## src/rtl/mem_ctrl_pkg.sv

```systemverilog
// Shared constants and response type for the memory port controller.
// rsp_t carries an error flag only when MEMCTRL_RANGE_CHK_EN is defined.
package mem_ctrl_pkg;

  localparam int unsigned DefWidth    = 16;
  localparam int unsigned DefAddrBits = 16;

  typedef struct packed {
    logic [DefWidth-1:0] data;
`ifdef MEMCTRL_RANGE_CHK_EN
    logic                err;
`endif
  } rsp_t;

endpackage

```

## src/rtl/rsp_fifo.sv

```systemverilog
// Synchronous response FIFO with async active-low reset.
// Depth need not be a power of two; pointers wrap explicitly.
module rsp_fifo
  import mem_ctrl_pkg::*;
#(
  parameter int unsigned Depth = 2,
  parameter type elem_t = rsp_t,
  localparam int unsigned PtrW = (Depth > 1) ? $clog2(Depth) : 1,
  localparam int unsigned CntW = $clog2(Depth + 1)
) (
  input  logic            clk,
  input  logic            reset_n,
  input  logic            push,
  input  logic            pop,
  input  elem_t           wdata,
  output elem_t           rdata,
  output logic            full,
  output logic            empty,
  output logic [CntW-1:0] count
);

  elem_t           mem_q [Depth];
  logic [PtrW-1:0] wr_ptr_q, wr_ptr_d;
  logic [PtrW-1:0] rd_ptr_q, rd_ptr_d;
  logic [CntW-1:0] count_q, count_d;

  function automatic logic [PtrW-1:0] ptr_inc(input logic [PtrW-1:0] p);
    return (p == PtrW'(Depth - 1)) ? '0 : p + 1'b1;
  endfunction

  always_comb begin
    wr_ptr_d = push ? ptr_inc(wr_ptr_q) : wr_ptr_q;
    rd_ptr_d = pop  ? ptr_inc(rd_ptr_q) : rd_ptr_q;
    count_d  = count_q;
    case ({push, pop})
      2'b10:   count_d = count_q + 1'b1;
      2'b01:   count_d = count_q - 1'b1;
      default: count_d = count_q;
    endcase
  end

  always_ff @(posedge clk or negedge reset_n) begin
    if (!reset_n) begin
      wr_ptr_q <= '0;
      rd_ptr_q <= '0;
      count_q  <= '0;
    end else begin
      wr_ptr_q <= wr_ptr_d;
      rd_ptr_q <= rd_ptr_d;
      count_q  <= count_d;
    end
  end

  // Storage needs no reset: count gates every read of it.
  always_ff @(posedge clk) begin
    if (push) begin
      mem_q[wr_ptr_q] <= wdata;
    end
  end

  assign rdata = mem_q[rd_ptr_q];
  assign full  = (count_q == CntW'(Depth));
  assign empty = (count_q == '0);
  assign count = count_q;

endmodule

```

## src/rtl/mem_port_ctrl.sv

```systemverilog
// Valid/ready front end for a 1-cycle registered-read single-port RAM.
// Define MEMCTRL_RANGE_CHK_EN to add rsp_err and block accesses at or above MEM_WORDS.
module mem_port_ctrl
  import mem_ctrl_pkg::*;
#(
  parameter int unsigned WIDTH     = DefWidth,
  parameter int unsigned ADDR_BITS = DefAddrBits,
  parameter int unsigned RSP_DEPTH = 2,
  parameter int unsigned MEM_WORDS = 2 ** ADDR_BITS
) (
  input  logic                 clk,
  input  logic                 reset_n,
  input  logic                 req_valid,
  output logic                 req_ready,
  input  logic                 req_we,
  input  logic [ADDR_BITS-1:0] req_adr,
  input  logic [WIDTH-1:0]     req_wdata,
  output logic                 rsp_valid,
  input  logic                 rsp_ready,
  output logic [WIDTH-1:0]     rsp_data,
`ifdef MEMCTRL_RANGE_CHK_EN
  output logic                 rsp_err,
`endif
  output logic                 ram_en,
  output logic                 ram_we,
  output logic [ADDR_BITS-1:0] ram_adr,
  output logic [WIDTH-1:0]     ram_wdata,
  input  logic [WIDTH-1:0]     ram_rdata,
  output logic                 busy
);

  localparam int unsigned CntW = $clog2(RSP_DEPTH + 1);

  if (RSP_DEPTH < 2 || MEM_WORDS == 0 || WIDTH != DefWidth) begin : g_bad_cfg
    $error("mem_port_ctrl: unsupported parameter combination");
  end

  logic            acc, rd_acc, in_range;
  logic            inflight_q;
  logic            push_req, push, pop;
  logic            fifo_full, fifo_empty;
  logic [CntW-1:0] fifo_count;
  rsp_t            cur_rsp, head_rsp, out_rsp;

  // Credit counts the read in flight as well as buffered ones.
  assign req_ready = (32'(inflight_q) + 32'(fifo_count)) < RSP_DEPTH;
  assign acc       = req_valid & req_ready;
  assign rd_acc    = acc & ~req_we;

  assign ram_en    = acc & in_range;
  assign ram_we    = ram_en & req_we;
  assign ram_adr   = req_adr;
  assign ram_wdata = req_wdata;

`ifdef MEMCTRL_RANGE_CHK_EN
  logic err_q;

  assign in_range = 32'(req_adr) < MEM_WORDS;

  always_ff @(posedge clk or negedge reset_n) begin
    if (!reset_n) begin
      err_q <= 1'b0;
    end else begin
      err_q <= rd_acc & ~in_range;
    end
  end

  always_comb begin
    cur_rsp.data = err_q ? '0 : ram_rdata;
    cur_rsp.err  = err_q;
  end

  assign rsp_err = out_rsp.err;
`else
  assign in_range     = 1'b1;
  assign cur_rsp.data = ram_rdata;
`endif

  // ram_rdata is meaningful only in the cycle after a read was accepted.
  always_ff @(posedge clk or negedge reset_n) begin
    if (!reset_n) begin
      inflight_q <= 1'b0;
    end else begin
      inflight_q <= rd_acc;
    end
  end

  always_comb begin
    push_req = 1'b0;
    out_rsp  = head_rsp;
    if (inflight_q) begin
      if (fifo_empty) begin
        out_rsp  = cur_rsp;
        push_req = ~rsp_ready;
      end else begin
        push_req = 1'b1;
      end
    end
  end

  assign push      = push_req & ~fifo_full;
  assign pop       = ~fifo_empty & rsp_ready;
  assign rsp_valid = inflight_q | ~fifo_empty;
  assign rsp_data  = out_rsp.data;
  assign busy      = inflight_q | (fifo_count != '0);

  rsp_fifo #(
    .Depth  (RSP_DEPTH),
    .elem_t (rsp_t)
  ) u_fifo (
    .clk     (clk),
    .reset_n (reset_n),
    .push    (push),
    .pop     (pop),
    .wdata   (cur_rsp),
    .rdata   (head_rsp),
    .full    (fifo_full),
    .empty   (fifo_empty),
    .count   (fifo_count)
  );

endmodule

```

## config.mk

```make
export PLATFORM = sky130hd
export DESIGN_NAME = mem_port_ctrl
export DESIGN_NICKNAME = d
export VERILOG_FILES = /design/src/rtl/mem_ctrl_pkg.sv /design/src/rtl/rsp_fifo.sv /design/src/rtl/mem_port_ctrl.sv
export SDC_FILE = /design/constraint.sdc
export NUM_CORES = 1
export LEC_CHECK = 0
export ABC_AREA = 1
export CORE_ASPECT_RATIO = 1.2
export CORE_UTILIZATION = 55
export CTS_CLUSTER_DIAMETER = 60
export CTS_CLUSTER_SIZE = 24
export DETAILED_ROUTE_END_ITERATION = 16
export DONT_BUFFER_PORTS = 1
export GPL_TIMING_DRIVEN = 1
export HOLD_SLACK_MARGIN = 0.06
export PLACE_DENSITY = 0.72
export SETUP_SLACK_MARGIN = 0.15
export SLEW_MARGIN = 5
export SYNTH_ARGS = -nofsm -noshare
export SYNTH_HDL_FRONTEND = slang
export SYNTH_SLANG_ARGS = --single-unit
```

## constraint.sdc

```tcl
create_clock -name clk -period 4.8 [get_ports clk]
set_input_delay 0.96 -clock clk [delete_from_list [all_inputs] [get_ports clk]]
set_output_delay 0.96 -clock clk [all_outputs]
set_load 0.02 [all_outputs]
```

==> impl_metrics.xml, run 1 <==
<?xml version="1.0" encoding="UTF-8"?>
<metrics>
  <group name="logic_synthesis">
    <metric name="synthDistinctLibCells" unit="">19</metric>
    <metric name="synthesis.area" unit="um^2">1990</metric>
    <metric name="area_fraction_in_compound_gates_after_synthesis" unit="">0.00755</metric>
    <metric name="synth_adder_area_share" unit="">0.00629</metric>
    <metric name="synthMuxAreaShare" unit="">0</metric>
    <metric name="synth_top_family_by_area" unit="">simple AND/OR/NAND/NOR gates</metric>
    <metric name="yosys.area_share.simple" unit="">0.259</metric>
    <metric name="syn_avg_cell_area" unit="um^2">9.42</metric>
    <metric name="synth_seq_cells" unit="">37</metric>
    <metric name="seq_area_frac_synth" unit="">0.546</metric>
    <metric name="yosysWarnings" unit="">0</metric>
    <metric name="syn_inst" unit="">211</metric>
    <metric name="synth-xor-area-share" unit="">0.00441</metric>
    <metric name="synth.net_count" unit="">265</metric>
  </group>
  <group name="cells_and_area">
    <metric name="design.final.nets" unit="">234</metric>
    <metric name="post-route-cell-area" unit="um^2">1820</metric>
    <metric name="final_cell_mix" unit="">87 x nand2_1, 32 x edfxtp_1, 20 x nand2_2</metric>
    <metric name="fill_cells" unit="">302</metric>
    <metric name="antenna-diode-count" unit="">0</metric>
    <metric name="syn2layout_area_growth" unit="%">-8.31</metric>
    <metric name="mostFrequentLayoutCell" unit="">nand2_1</metric>
    <metric name="final_util" unit="">0.537</metric>
    <metric name="drive_above_1_share" unit="">0.171</metric>
  </group>
  <group name="clock_tree">
    <metric name="hold_buffers" unit="">0</metric>
    <metric name="tritoncts" unit="">yes</metric>
    <metric name="max-clock-path-buffers" unit="">2</metric>
    <metric name="postCtsSetupRepairBufs" unit="">0</metric>
    <metric name="ctsResizeCount" unit="">0</metric>
    <metric name="clock_buffers_created_by_tritoncts" unit="">5</metric>
    <metric name="clkSinkCount" unit="">37</metric>
    <metric name="root_buffer" unit="">clkbuf_8</metric>
    <metric name="clock_latency" unit="ps">290</metric>
    <metric name="clk_pin_slew_worst_paths" unit="ps">70</metric>
    <metric name="ctsHtreeMaxLevel" unit="">2</metric>
  </group>
  <group name="worst_setup_path">
    <metric name="timing.rr.start" unit="">u_fifo.count[1]</metric>
    <metric name="worst-r2r-setup-slack" unit="ps">3090</metric>
    <metric name="worst_ep_required_time" unit="ps">3840</metric>
    <metric name="crit_path_cell_trace" unit="">a21oi_1, nand2_1, nor2_1</metric>
    <metric name="crit_path_start_kind" unit="">flip-flop</metric>
    <metric name="worst_r2r_path_depth" unit="">3</metric>
    <metric name="worst-endpoint-arrival" unit="ps">1730</metric>
    <metric name="r2r_end" unit="">u_fifo.mem_q[0][2]</metric>
    <metric name="startpoint" unit="">inflight_q</metric>
    <metric name="setup.worst_path.end_class" unit="">output pin</metric>
    <metric name="critical_path.endpoint" unit="">ram_we</metric>
    <metric name="critPathSlowestCell" unit="">dfrtp_1</metric>
    <metric name="critical_path.max_stage_delay" unit="ps">480</metric>
    <metric name="crit_path_max_fo" unit="">7</metric>
    <metric name="setup.worst_path.class" unit="">reg -&gt; out</metric>
  </group>
  <group name="flow_run">
    <metric name="drv_cap" unit="">0</metric>
  </group>
  <group name="timing">
    <metric name="final-hold-violation-count" unit="">0</metric>
    <metric name="maxClockFrequency" unit="MHz">372</metric>
    <metric name="grt_setup_unrepaired" unit="">false</metric>
    <metric name="relSlewSlack" unit="">0.557</metric>
    <metric name="tns" unit="ps">0</metric>
    <metric name="timing.final.crit_period" unit="ps">2690</metric>
    <metric name="timing.clock.skew" unit="ps">5.22</metric>
    <metric name="worst_pin_slew" unit="ps">663</metric>
    <metric name="hold-worst-slack" unit="ps">360</metric>
    <metric name="layout_worst_path_cycle_share" unit="">0.560</metric>
    <metric name="drv_slew" unit="">0</metric>
    <metric name="setup_viol" unit="">0</metric>
  </group>
  <group name="global_route">
    <metric name="groute.usage.overall" unit="">0.186</metric>
    <metric name="grt_antenna_before_repair" unit="">0</metric>
    <metric name="maximum_number_of_pins_on_one_net_before_global_route_repair" unit="">19</metric>
    <metric name="grt_remaining_overflow" unit="">0</metric>
    <metric name="first_global_vias" unit="">1094</metric>
    <metric name="grt_pass1_wl" unit="um">5090</metric>
  </group>
  <group name="floorplanning">
    <metric name="dieHeight" unit="um">67.9</metric>
    <metric name="placementRows" unit="">23</metric>
    <metric name="floorplan.die.width" unit="um">56.9</metric>
    <metric name="initial_utilization" unit="">0.585</metric>
    <metric name="die-area" unit="um^2">3860</metric>
    <metric name="boundaryPins" unit="">106</metric>
    <metric name="core-area" unit="um^2">3400</metric>
  </group>
  <group name="route">
    <metric name="wire_per_inst" unit="um">15.9</metric>
    <metric name="drt_drc_violations_left" unit="">14</metric>
    <metric name="detail_route.wirelength" unit="um">3460</metric>
    <metric name="via_count" unit="">1159</metric>
    <metric name="firstDrtPassIters" unit="">10</metric>
    <metric name="detailedRoute.firstIterationViolations" unit="">51</metric>
    <metric name="post_drt_via_cell_ratio" unit="">5.32</metric>
    <metric name="ant_nets" unit="">0</metric>
  </group>
  <group name="worst_hold_path">
    <metric name="worst_hold_path_type" unit="">in -&gt; async</metric>
  </group>
  <group name="pwr">
    <metric name="ratio_of_total_power_to_cell_area" unit="nW/um^2">571</metric>
    <metric name="vdd_ir_drop_max" unit="uV">281</metric>
    <metric name="power.total" unit="mW">1.04</metric>
    <metric name="leakagePower" unit="nW">0.814</metric>
  </group>
  <group name="place">
    <metric name="hpwlAfterDp" unit="um">2330</metric>
    <metric name="routabilityCongestion" unit="">0.706</metric>
    <metric name="numPortBuffers" unit="">0</metric>
    <metric name="placement.cell_area" unit="um^2">1740</metric>
  </group>
  <group name="status">
    <metric name="outcome" unit="">complete, but fails checks</metric>
    <metric name="failed_checks" unit="">design-rule violations</metric>
  </group>
</metrics>
## metal layers
layer,GRT usage,wire length (um)
met2,0.296,1670
met1,0.193,1310
met5,0,0
met3,0.121,412
met4,0.0884,74
## synth_stat cells, drive strengths merged
library cell / count / area, um^2
a21oi: 1 / 5.00
buf: 39 / 300
dfrtp: 5 / 125
edfxtp: 32 / 961
ha: 1 / 12.5
inv: 12 / 50.1
nand2: 108 / 463
nand3: 4 / 20.0
nand4: 1 / 6.26
nor2: 5 / 26.3
o21ai: 2 / 10.0
xnor2: 1 / 8.76
## metrics by stage
step	std cells	setup slack (ps)
after global placement	210	2430
final	218	2110
after detailed placement	210	2400
after floorplan	211	2460
after CTS	218	2090
after global routing	218	1960
## power by group
part | internal (mW) | switching, mW | total [mW]
clock network | 0.0976 | 0.104 | 0.202
registers | 0.396 | 0.0511 | 0.447
logic | 0.0971 | 0.295 | 0.392
total | 0.591 | 0.451 | 1.04
## registers in the layout, indices dropped and copies added (netlist names)
signal / count
u_fifo.wr_ptr_q: 1
u_fifo.mem_q: 32
u_fifo.count: 2
inflight_q: 1
u_fifo.rd_ptr_q: 1
## worst max-delay path: cells and delay by family, from the launching register on
family,cells,cell delay (ps)
simple gates,2,510
compound gates,1,460
flops,1,480
## cell type report
cell class | instances | area, um^2 | share of cell area
Clock buffer | 5 | 68.8 | 0.0377
Clock inverter | 3 | 12.5 | 0.00686
Inverter | 12 | 50.0 | 0.0275
Multi-Input combinational cell | 123 | 552 | 0.303
Sequential cell | 37 | 1090 | 0.596
Tap cell | 37 | 46.3 | 0.0254
Timing Repair Buffer | 1 | 7.51 | 0.00412
## how the worst min path moves through the flow
| stage | to | depth (start not counted) | from |
|---|---|---|---|
| 2_1_floorplan | u_fifo.wr_ptr_q | 2 | u_fifo.wr_ptr_q |
| 3_3_place_gp | u_fifo.wr_ptr_q | 2 | u_fifo.wr_ptr_q |
| 3_5_place_dp | u_fifo.wr_ptr_q | 2 | u_fifo.wr_ptr_q |
| 4_1_cts | u_fifo.wr_ptr_q | 0 | reset_n |
| 5_1_grt | u_fifo.wr_ptr_q | 0 | reset_n |
| 6_report | u_fifo.count[1] | 0 | reset_n |
## cell families after synthesis
family / after synthesis
simple gates: 118
buf+inv: 51
flops: 37
fa+ha+maj: 1
xor+xnor: 1
compound gates: 3
Power figures use the tool's default switching activity.
==> run 2, diff against run 1 <==
Settings changed: PLACE_DENSITY 0.72 to 0.75.
Clock period 4.8 ns to 2.37 ns, I/O delays scaled along.
==> impl_metrics.xml, run 2 (same netlist as run 1, synthesis figures left out) <==
<?xml version="1.0" encoding="UTF-8"?>
<metrics>
  <group name="status">
    <metric name="outcome" unit="">complete, but fails checks</metric>
    <metric name="failed_checks" unit="">design-rule violations</metric>
  </group>
  <group name="timing">
    <metric name="timing.final.crit_period" unit="ps">2050</metric>
    <metric name="worst_pin_slew" unit="ps">614</metric>
    <metric name="maxClockFrequency" unit="MHz">488</metric>
    <metric name="grt_setup_unrepaired" unit="">false</metric>
    <metric name="layout_worst_path_cycle_share" unit="">0.864</metric>
    <metric name="drv_slew" unit="">0</metric>
    <metric name="tns" unit="ps">0</metric>
    <metric name="relSlewSlack" unit="">0.590</metric>
    <metric name="final-hold-violation-count" unit="">0</metric>
    <metric name="setup_viol" unit="">0</metric>
    <metric name="timing.clock.skew" unit="ps">6.66</metric>
  </group>
  <group name="floorplanning">
    <metric name="dieHeight" unit="um">67.9</metric>
    <metric name="placementRows" unit="">23</metric>
    <metric name="die-area" unit="um^2">3860</metric>
    <metric name="boundaryPins" unit="">106</metric>
    <metric name="initial_utilization" unit="">0.585</metric>
    <metric name="core-area" unit="um^2">3400</metric>
    <metric name="floorplan.die.width" unit="um">56.9</metric>
  </group>
  <group name="worst_setup_path">
    <metric name="crit_path_start_kind" unit="">flip-flop</metric>
    <metric name="setup.worst_path.class" unit="">reg -&gt; out</metric>
    <metric name="worst-endpoint-arrival" unit="ps">1570</metric>
    <metric name="crit_path_max_fo" unit="">17</metric>
    <metric name="worst_ep_required_time" unit="ps">1900</metric>
    <metric name="setup.worst_path.end_class" unit="">output pin</metric>
  </group>
  <group name="clock_tree">
    <metric name="clock_buffers_created_by_tritoncts" unit="">5</metric>
    <metric name="tritoncts" unit="">yes</metric>
    <metric name="clkSinkCount" unit="">37</metric>
    <metric name="max-clock-path-buffers" unit="">2</metric>
    <metric name="postCtsSetupRepairBufs" unit="">0</metric>
    <metric name="root_buffer" unit="">clkbuf_8</metric>
    <metric name="clock_latency" unit="ps">280</metric>
    <metric name="ctsHtreeMaxLevel" unit="">2</metric>
    <metric name="clk_pin_slew_worst_paths" unit="ps">70</metric>
    <metric name="hold_buffers" unit="">1</metric>
    <metric name="ctsResizeCount" unit="">0</metric>
  </group>
  <group name="place">
    <metric name="hpwlAfterDp" unit="um">2470</metric>
    <metric name="routabilityCongestion" unit="">0.744</metric>
    <metric name="numPortBuffers" unit="">0</metric>
  </group>
  <group name="global_route">
    <metric name="grt_pass1_wl" unit="um">5400</metric>
    <metric name="grt_antenna_before_repair" unit="">0</metric>
    <metric name="maximum_number_of_pins_on_one_net_before_global_route_repair" unit="">18</metric>
    <metric name="first_global_vias" unit="">1208</metric>
    <metric name="groute.usage.overall" unit="">0.196</metric>
    <metric name="grt_remaining_overflow" unit="">0</metric>
  </group>
  <group name="route">
    <metric name="wl_met2" unit="um">1740</metric>
    <metric name="post_drt_via_cell_ratio" unit="">5.52</metric>
    <metric name="wl_met3" unit="um">430</metric>
    <metric name="top_layer" unit="">met4</metric>
    <metric name="detail_route.wirelength" unit="um">3450</metric>
    <metric name="wire_per_inst" unit="um">15.6</metric>
    <metric name="ant_nets" unit="">0</metric>
    <metric name="via_count" unit="">1219</metric>
    <metric name="firstDrtPassIters" unit="">12</metric>
    <metric name="wirelength_met1" unit="um">1210</metric>
    <metric name="detailedRoute.firstIterationViolations" unit="">73</metric>
    <metric name="drt_drc_violations_left" unit="">10</metric>
  </group>
  <group name="pwr">
    <metric name="vdd_ir_drop_max" unit="uV">625</metric>
    <metric name="leakagePower" unit="nW">0.829</metric>
    <metric name="ratio_of_total_power_to_cell_area" unit="nW/um^2">1150</metric>
  </group>
  <group name="cells_and_area">
    <metric name="syn2layout_area_growth" unit="%">-6.92</metric>
    <metric name="final_util" unit="">0.545</metric>
    <metric name="design.final.nets" unit="">238</metric>
    <metric name="antenna-diode-count" unit="">0</metric>
    <metric name="top_register" unit="">u_fifo.mem_q</metric>
    <metric name="mostFrequentLayoutCell" unit="">nand2_1</metric>
    <metric name="multi_input_comb_area" unit="um^2">552</metric>
    <metric name="drive_above_1_share" unit="">0.179</metric>
    <metric name="sequential_cell_area" unit="um^2">1090</metric>
    <metric name="largest_register_ffs" unit="">32</metric>
    <metric name="final_cell_mix" unit="">87 x nand2_1, 32 x edfxtp_1, 20 x nand2_2</metric>
    <metric name="fill_cells" unit="">318</metric>
  </group>
  <group name="worst_hold_path">
    <metric name="worst_hold_path_type" unit="">in -&gt; reg</metric>
  </group>
  <group name="flow_run">
    <metric name="drv_cap" unit="">0</metric>
  </group>
</metrics>
[run 2: cell count changes in the layout (fill, tap and decap cells not counted), sizes merged]
cell         change
dlygate4sd3      +1
clkinv           -2
buf              +3
clkbuf           +1
[run 2: layout make-up]
class | count | share of cell area
well taps | 37 | 0.0250
clock inverters | 1 | 0.00203
multi-input cells | 123 | 0.298
inverters | 12 | 0.0270
repair buffers | 5 | 0.0216
clock buffers | 6 | 0.0392
flip-flops and latches | 37 | 0.587
[run 2: critical path, stage by stage, from the launching register on]
cell     delay [ps]
dfrtp_1         470
nor2_4          200
nand2_4         170
inv_6           200
nand2_1          80
nand2_1         170
[run 2: power by group]
part	internal [mW]	switching [mW]	total [mW]	leakage, nW
Sequential	0.804	0.0607	0.864	0.352
Combinational	0.222	0.651	0.872	0.438
Clock	0.198	0.199	0.397	0.0387
Total	1.22	0.910	2.13	0.829
[run 2: final timing paths]
kind	to	cells after the start	from	slack, ps
worst max-delay path	rsp_data[0]	5	u_fifo.count[0]	320
worst min-delay path	inflight_q	1	req_we	240
worst max register to register	u_fifo.mem_q[0][10]	3	u_fifo.count[1]	600
worst min register to register	u_fifo.wr_ptr_q	2	u_fifo.wr_ptr_q	530
max in group asynchronous	u_fifo.count[1]	1	reset_n	1680
min in group asynchronous	inflight_q	1	reset_n	480
[run 2: per-stage QoR]
step	cells	worst slack [ps]	hold slack, ps	cell area, um^2	total power [mW]
after floorplan	211	519	178	1990	1.71
after global placement	213	691	179	1760	1.72
after detailed placement	213	598	179	1760	1.75
after CTS	221	299	231	1850	2.16
after global routing	221	197	222	1850	2.27
final	221	323	243	1850	2.13
[run 2: metal layers]
metal	global-route usage	up-vias
met1	0.186	547
met4	0.110	0
met2	0.331	89
li1	-	573
met3	0.117	10
met5	0	-
==> run 3, diff against run 2 <==
Settings changed: PLACE_DENSITY 0.75 to 0.72, RECOVER_POWER set to 50, SETUP_SLACK_MARGIN 0.15 to 0.4.
Clock period 2.37 ns to 1.9 ns, I/O delays scaled along.
==> impl_metrics.xml, run 3 (same netlist as run 1, synthesis figures left out) <==
<?xml version="1.0" encoding="UTF-8"?>
<metrics>
  <group name="cells_and_area">
    <metric name="top_register" unit="">u_fifo.mem_q</metric>
    <metric name="post-route-cell-area" unit="um^2">2190</metric>
    <metric name="design.final.nets" unit="">251</metric>
    <metric name="syn2layout_area_growth" unit="%">10.4</metric>
    <metric name="fill_cells" unit="">274</metric>
    <metric name="antenna-diode-count" unit="">0</metric>
    <metric name="mostFrequentLayoutCell" unit="">nand2_1</metric>
    <metric name="largest_register_ffs" unit="">32</metric>
    <metric name="final_util" unit="">0.646</metric>
    <metric name="final_cell_mix" unit="">74 x nand2_1, 32 x edfxtp_1, 21 x nand2_4</metric>
    <metric name="drive_above_1_share" unit="">0.359</metric>
  </group>
  <group name="status">
    <metric name="outcome" unit="">complete, but fails checks</metric>
    <metric name="failed_checks" unit="">design-rule violations</metric>
  </group>
  <group name="worst_setup_path">
    <metric name="setup.worst_path.end_class" unit="">output pin</metric>
    <metric name="timing.rr.start" unit="">u_fifo.count[0]</metric>
    <metric name="crit_path_max_fo" unit="">3</metric>
    <metric name="worst_r2r_path_depth" unit="">7</metric>
    <metric name="r2r_end" unit="">u_fifo.mem_q[1][14]</metric>
    <metric name="startpoint" unit="">u_fifo.count[1]</metric>
    <metric name="crit_path_start_kind" unit="">flip-flop</metric>
    <metric name="critical_path.endpoint" unit="">ram_we</metric>
    <metric name="worst-r2r-setup-slack" unit="ps">290</metric>
    <metric name="worst-endpoint-arrival" unit="ps">1350</metric>
    <metric name="worst_ep_required_time" unit="ps">1520</metric>
    <metric name="setup.worst_path.class" unit="">reg -&gt; out</metric>
  </group>
  <group name="floorplanning">
    <metric name="dieHeight" unit="um">67.9</metric>
    <metric name="core-area" unit="um^2">3400</metric>
    <metric name="floorplan.die.width" unit="um">56.9</metric>
    <metric name="initial_utilization" unit="">0.585</metric>
    <metric name="placementRows" unit="">23</metric>
    <metric name="boundaryPins" unit="">106</metric>
    <metric name="die-area" unit="um^2">3860</metric>
  </group>
  <group name="pwr">
    <metric name="vdd_ir_drop_max" unit="uV">829</metric>
    <metric name="ratio_of_total_power_to_cell_area" unit="nW/um^2">1440</metric>
    <metric name="leakagePower" unit="nW">0.955</metric>
    <metric name="power.total" unit="mW">3.17</metric>
  </group>
  <group name="place">
    <metric name="numPortBuffers" unit="">0</metric>
    <metric name="placement.cell_area" unit="um^2">1780</metric>
    <metric name="routabilityCongestion" unit="">0.777</metric>
    <metric name="hpwlAfterDp" unit="um">2380</metric>
  </group>
  <group name="route">
    <metric name="firstDrtPassIters" unit="">10</metric>
    <metric name="detailedRoute.firstIterationViolations" unit="">93</metric>
    <metric name="post_drt_via_cell_ratio" unit="">5.58</metric>
    <metric name="drt_drc_violations_left" unit="">4</metric>
    <metric name="via_count" unit="">1311</metric>
    <metric name="wire_per_inst" unit="um">17.7</metric>
    <metric name="detail_route.wirelength" unit="um">4160</metric>
    <metric name="ant_nets" unit="">0</metric>
  </group>
  <group name="clock_tree">
    <metric name="max-clock-path-buffers" unit="">2</metric>
    <metric name="clk_pin_slew_worst_paths" unit="ps">60</metric>
    <metric name="clkSinkCount" unit="">37</metric>
    <metric name="clock_latency" unit="ps">290</metric>
    <metric name="tritoncts" unit="">yes</metric>
    <metric name="root_buffer" unit="">clkbuf_8</metric>
    <metric name="ctsHtreeMaxLevel" unit="">2</metric>
    <metric name="clock_buffers_created_by_tritoncts" unit="">5</metric>
  </group>
  <group name="timing">
    <metric name="timing.final.crit_period" unit="ps">1730</metric>
    <metric name="layout_worst_path_cycle_share" unit="">0.911</metric>
    <metric name="relSlewSlack" unit="">0.734</metric>
    <metric name="maxClockFrequency" unit="MHz">578</metric>
    <metric name="setup_viol" unit="">0</metric>
    <metric name="timing.clock.skew" unit="ps">8.26</metric>
    <metric name="tns" unit="ps">0</metric>
    <metric name="drv_slew" unit="">0</metric>
    <metric name="grt_setup_unrepaired" unit="">true</metric>
    <metric name="final-hold-violation-count" unit="">0</metric>
    <metric name="worst_pin_slew" unit="ps">398</metric>
  </group>
  <group name="global_route">
    <metric name="maximum_number_of_pins_on_one_net_before_global_route_repair" unit="">18</metric>
    <metric name="groute.usage.overall" unit="">0.223</metric>
    <metric name="first_global_vias" unit="">1336</metric>
    <metric name="grt_pass1_wl" unit="um">6200</metric>
    <metric name="grt_antenna_before_repair" unit="">0</metric>
    <metric name="grt_remaining_overflow" unit="">0</metric>
  </group>
  <group name="worst_hold_path">
    <metric name="worst_hold_path_type" unit="">in -&gt; reg</metric>
    <metric name="hp-start" unit="">req_we</metric>
  </group>
  <group name="flow_run">
    <metric name="drv_cap" unit="">0</metric>
  </group>
</metrics>
## run 3: how the worst min path moves through the flow
stage / to / slack (ps) / cells after the start
floorplan: inflight_q / 80 / 0
global placement: u_fifo.count[1] / 80 / 0
detailed placement: u_fifo.count[1] / 80 / 0
CTS: inflight_q / 150 / 1
global route: inflight_q / 160 / 1
finish: inflight_q / 150 / 1
## run 3: final cells by class
cell class,count,area [um^2],share of cell area
Sequential cell,37,1090,0.497
Multi-Input combinational cell,125,752,0.343
Timing Repair Buffer,15,148,0.0673
Clock buffer,6,72.6,0.0331
Inverter,12,60.1,0.0274
Tap cell,37,46.3,0.0211
Timing Repair inverter,1,16.3,0.00741
Clock inverter,2,10.0,0.00456
## run 3: per-layer routing
layer	routed length [um]	vias up	track usage
met2	2050	84	0.356
met5	0	-	0.0571
met1	1540	619	0.234
met4	57	0	0.104
li1	-	602	-
met3	510	6	0.132
## run 3: timing repair
action / in CTS / in global routing
endpoints found under the setup margin: 37 / 54
pin swaps: 12 / 8
hold buffers: 1 / 0
gates cloned: 3 / 0
gates resized for setup: 42 / 8
hold endpoints to repair: 5 / 0
setup buffers: 9 / 2
## run 3: report_power, final
group / switching (mW) / internal (mW)
Combinational: 1.05 / 0.523
Sequential: 0.0694 / 1.01
Clock: 0.259 / 0.254
Total: 1.38 / 1.78
## run 3: worst max-delay path: stages (launching register included)
cell     delay, ps
dfrtp_2        440
buf_4          150
a21oi_4        220
nand2_4        110
nor2_4         160
## run 3: per-stage QoR
step           std cells  setup slack (ps)  hold WS (ps)
2_1_floorplan        211               416          84.4
3_3_place_gp         212               268          84.5
3_5_place_dp         212               216          84.5
4_1_cts              233               150           151
5_1_grt              235               122           158
6_report             235               170           154
